**config.mk**
```make
export PLATFORM = sky130hd
export DESIGN_NAME = ndma_burst_write_mgr
export DESIGN_NICKNAME = d
export VERILOG_FILES = /design/src/rtl/ndma_burst_write_mgr.sv
export SDC_FILE = /design/constraint.sdc
export NUM_CORES = 1
export LEC_CHECK = 0
export CORE_UTILIZATION = 40
export CTS_CLUSTER_SIZE = 20
export DETAILED_ROUTE_END_ITERATION = 12
export HOLD_SLACK_MARGIN = 0.08
export PLACE_DENSITY_LB_ADDON = 0.3
export SYNTH_ARGS = -nofsm -noshare
export SYNTH_HDL_FRONTEND = slang
export SYNTH_SLANG_ARGS = --single-unit
```
**constraint.sdc**
```tcl
create_clock -name clk_i -period 5.35 [get_ports clk_i]
set_clock_uncertainty 0.15 [all_clocks]
set_input_delay 1.07 -clock clk_i [delete_from_list [all_inputs] [get_ports clk_i]]
set_output_delay 1.07 -clock clk_i [all_outputs]
set_load 0.02 [all_outputs]
```
**src/rtl/ndma_burst_write_mgr.sv**
```systemverilog
// rtl/ndma_burst_write_mgr.sv - OBI burst write manager for the NanoDMA datapath
module ndma_burst_write_mgr #(
    parameter int AW        = 32,
    parameter int DW        = 32,
    parameter int LEN_W     = 16,
    parameter int MAX_OUTST = 2
) (
    input  logic             clk_i,
    input  logic             rst_ni,
    input  logic             cmd_valid_i,
    output logic             cmd_ready_o,
    input  logic [AW-1:0]    cmd_addr_i,
    input  logic [LEN_W-1:0] cmd_len_i,
    input  logic             wdata_valid_i,
    output logic             wdata_ready_o,
    input  logic [DW-1:0]    wdata_i,
    output logic             obi_req_o,
    input  logic             obi_gnt_i,
    output logic [AW-1:0]    obi_addr_o,
    output logic             obi_we_o,
    output logic [DW/8-1:0]  obi_be_o,
    output logic [DW-1:0]    obi_wdata_o,
    input  logic             obi_rvalid_i,
    input  logic             obi_err_i,
    output logic             busy_o,
    output logic             done_o,
    output logic             err_o
);
    localparam int OW = $clog2(MAX_OUTST + 1);
    localparam logic [AW-1:0] STEP = AW'(DW / 8);
    localparam logic [OW-1:0] OUTST_MAX = OW'(MAX_OUTST);

    typedef enum logic [1:0] {IDLE, BURST, DRAIN, DONE} state_t;

    state_t           state;
    logic [AW-1:0]    cur_addr;
    logic [AW-1:0]    hold_addr;
    logic [DW-1:0]    hold_data;
    logic             hold_full;
    logic [LEN_W-1:0] beats_left;
    logic [LEN_W-1:0] resp_left;
    logic [OW-1:0]    outst_cnt;
    logic             err_q;

    logic             grant;
    logic             beat_acc;
    logic             rsp;
    logic             hold_full_nxt;
    logic [LEN_W-1:0] beats_left_nxt;
    logic [LEN_W-1:0] resp_left_nxt;

    // The holding register only changes on a grant, so a pending request stays stable.
    assign obi_req_o     = (state == BURST) && hold_full && (outst_cnt < OUTST_MAX);
    assign grant         = obi_req_o && obi_gnt_i;
    assign wdata_ready_o = (state == BURST) && (beats_left != '0) && (!hold_full || grant);
    assign beat_acc      = wdata_valid_i && wdata_ready_o;
    assign rsp           = obi_rvalid_i && (outst_cnt != '0);

    assign hold_full_nxt  = beat_acc || (hold_full && !grant);
    assign beats_left_nxt = beat_acc ? beats_left - LEN_W'(1) : beats_left;
    assign resp_left_nxt  = (rsp && (resp_left != '0)) ? resp_left - LEN_W'(1) : resp_left;

    assign obi_addr_o  = hold_addr;
    assign obi_wdata_o = hold_data;
    assign obi_we_o    = 1'b1;
    assign obi_be_o    = '1;
    assign cmd_ready_o = (state == IDLE);
    assign busy_o      = (state == BURST) || (state == DRAIN);
    assign done_o      = (state == DONE);
    assign err_o       = err_q;

    always_ff @(posedge clk_i) begin
        if (!rst_ni) begin
            state      <= IDLE;
            cur_addr   <= '0;
            hold_addr  <= '0;
            hold_data  <= '0;
            hold_full  <= 1'b0;
            beats_left <= '0;
            resp_left  <= '0;
            outst_cnt  <= '0;
            err_q      <= 1'b0;
        end else begin
            if (grant && !rsp) begin
                outst_cnt <= outst_cnt + OW'(1);
            end else if (rsp && !grant) begin
                outst_cnt <= outst_cnt - OW'(1);
            end
            resp_left <= resp_left_nxt;
            if (rsp && obi_err_i) begin
                err_q <= 1'b1;
            end

            if (beat_acc) begin
                hold_data  <= wdata_i;
                hold_addr  <= cur_addr;
                hold_full  <= 1'b1;
                cur_addr   <= cur_addr + STEP;
                beats_left <= beats_left_nxt;
            end else if (grant) begin
                hold_full <= 1'b0;
            end

            // Transitions look at next-cycle counters so done follows the last rvalid by one cycle.
            case (state)
                IDLE: begin
                    if (cmd_valid_i) begin
                        cur_addr   <= cmd_addr_i;
                        beats_left <= cmd_len_i;
                        resp_left  <= cmd_len_i;
                        err_q      <= 1'b0;
                        state      <= (cmd_len_i == '0) ? DONE : BURST;
                    end
                end
                BURST: begin
                    if ((beats_left_nxt == '0) && !hold_full_nxt) begin
                        state <= (resp_left_nxt == '0) ? DONE : DRAIN;
                    end
                end
                DRAIN: begin
                    if (resp_left_nxt == '0) begin
                        state <= DONE;
                    end
                end
                DONE: begin
                    state <= IDLE;
                end
                default: begin
                    state <= IDLE;
                end
            endcase
        end
    end
endmodule
```
==> metrics <==
die area 0.0159 mm²; Final Cell Area between 0.008 and 0.009 mm²; Final ANT Viol Nets 0; min-delay worst type reg -> reg; worst-margin pin slew around 1000 ps; Cell Rows 45; Max-slew headroom 0.304; root buffer cell clkbuf_16; post-synthesis cell type count 60; RSZ-0062 raised after global routing false; register area between 0.002 and 0.003 mm²; clk_lat worst skew 420 ps; minimum clock period ~4000 ps; CTS sink count 134; CP Capture Type output pin; Residual DRC 0; CTS H-Tree Depth 4; CTS tree yes; drt total wl 17000 µm; PD cells 473 mW/mm²; largest net degree at the start of global routing approximately 110; die height 126 µm; fraction of registers with async set or reset after synthesis 0; share of layout cells above drive strength 1 0.0622; # setup viols final 0; crit-path max FO 3; Starting Density 0.407; CTS Buf Count 17; Ys Warns 0; post-synthesis sequential area ratio 0.435; vias between 5000 and 6000; flops & latches, synth ~130; prevailing post-synth register cell dfxtp_1; vias per cell ~5.2; area grow syn2layout 36.5%; Static Leak ~2.8 nW; post-synth top area share 0.435; post-cts sizing count 0; area of the multi-input gates 0.00323 mm²; Clock Tree Buf Depth 2; Max Cap Violations 0; Initial DRC Count between 300 and 400; Max rail drop VDD 275 µV; setup TNS 0 ps; Ant. Diodes 0; Syn Inst Count 771; Core Area 0.0151 mm²; CP Class in -> out; initial antenna violation count 0; synthesized area 0.00616 mm²; # Post-CTS Setup Buffers 0; Final Hold Vio Count 0; GR Overflow Total 0; CTS hold repair buffers 0; GPL Wtd Cong 0.877; fillers 1391; first-pass GRT wire length 27100 µm; fin crit share 0.758; vias in the first global route 5283; CP required 4130 ps; Post-synth EDFFs 0; Ports 162; Worst setup SP type primary input; net count reported at finish 999; hpwl dp 11700 µm; Die Wd ~130 µm; status completed; GRT Util Overall 0.215; Critical Path AT about 2800 ps; DR WL/cell ~15 µm; Final Slew Violations 0; commonest cells after routing, fill and taps aside nand2_1, clkdlybuf4s50_1, dfxtp_1; commonest non-fill, non-tap cell in the layout nand2_1; Placed Area 0.00780 mm²; CTS clk-pin slew, worst paths roughly 60 ps; synth top area cells dfxtp_1, nand2_1, a21oi_1; post-synth top area cell dfxtp_1; port bufs approximately 160; fmax 247 MHz; syn_area_per_cell 7.99 µm²; DRT Pass-1 Iters 4
## cell families after synthesis
group | Yosys count | synth area share
simple gates | 312 | 0.241
fa+ha+maj | 9 | 0.0183
xor+xnor | 50 | 0.0723
other cells | 1 | 0.000609
mux | 2 | 0.00345
flops | 134 | 0.435
compound gates | 198 | 0.184
buf+inv | 65 | 0.0453
## power by group
group	internal, W	leakage [nW]	switching, W
clock network	0.000758	0.286	0.000443
registers	0.00122	1.10	0.000246
logic	0.000567	1.47	0.000751
total	0.00254	2.85	0.00144
## routing by layer
metal / part of all wire / up-vias / GRT usage / routed length (µm)
met1: 0.46 / 2686 / 0.278 / 7800
met3: 0.043 / 22 / 0.0476 / 729
li1: - / 2949 / - / -
met5: 0 / - / 0 / 0
met4: 0.017 / 0 / 0.0780 / 285
met2: 0.48 / 124 / 0.351 / 8200
## critical path, stage by stage
cell	delay (ps)
clkdlybuf4s50_1	540
nand2b_1	120
a211oi_1	420
clkdlybuf4s50_1	680
## synth_stat cells (2+ instances only)
library cell,n
nand3b_1,2
or2_2,5
xor2_1,29
buf_1,4
nand2b_1,2
clkbuf_1,40
nand4_1,10
a211oi_2,2
a41o_1,2
nand2_1,162
buf_4,5
inv_2,2
nor4b_1,2
a31oi_1,8
o21ai_0,34
or4_1,4
o211ai_1,4
dfxtp_1,134
nor3b_1,4
or3b_2,2
nor2_1,41
xnor2_1,20
and2_1,3
nor4_1,18
a211oi_1,18
inv_1,11
buf_6,2
nor3_1,17
o31ai_1,3
ha_1,9
a21oi_1,113
and4_1,4
and3_1,5
or3_1,8
nand3_1,15
a311oi_1,3
## state kept, by name, indices dropped and copies added, names as in the netlist
name / cells
outst_cnt: 2
beats_left: 16
resp_left: 16
obi_wdata_o: 32
cur_addr: 32
hold_full: 1
err_o: 1
obi_addr_o: 32
state: 2
## area by class of cell
class	instances	share of cell area
Multi-Input combinational cell	576	0.384
Tap cell	188	0.0280
Clock inverter	11	0.0175
Inverter	13	0.00580
Timing Repair Buffer	161	0.192
Sequential cell	134	0.319
Clock buffer	21	0.0547
## path summary, 6_finish.rpt
path | startpoint | end | slack, ps | depth (start not counted)
max reg2reg | beats_left[0]$_SDFF_PN0_ | state[0]$_SDFFE_PN0P_ | 2230 | 10
max | obi_gnt_i | wdata_ready_o | 1300 | 4
min reg2reg | obi_addr_o[31]$_SDFFE_PN0N_ | obi_addr_o[31]$_SDFFE_PN0N_ | 300 | 2
min | obi_addr_o[31]$_SDFFE_PN0N_ | obi_addr_o[31]$_SDFFE_PN0N_ | 300 | 2
## through the flow
stage               cells  setup slack (ps)  hold slack (ps)   util  power, W
floorplan             775              2380              282      -   0.00237
global placement     1072              1360              289  0.515   0.00278
detailed placement   1072              1300              296  0.515   0.00279
CTS                  1104              1360              303  0.555   0.00400
global route         1104              1120              317  0.555   0.00422
finish               1104              1300              301  0.555   0.00398
Note: power is estimated with default switching activity, not from simulation.
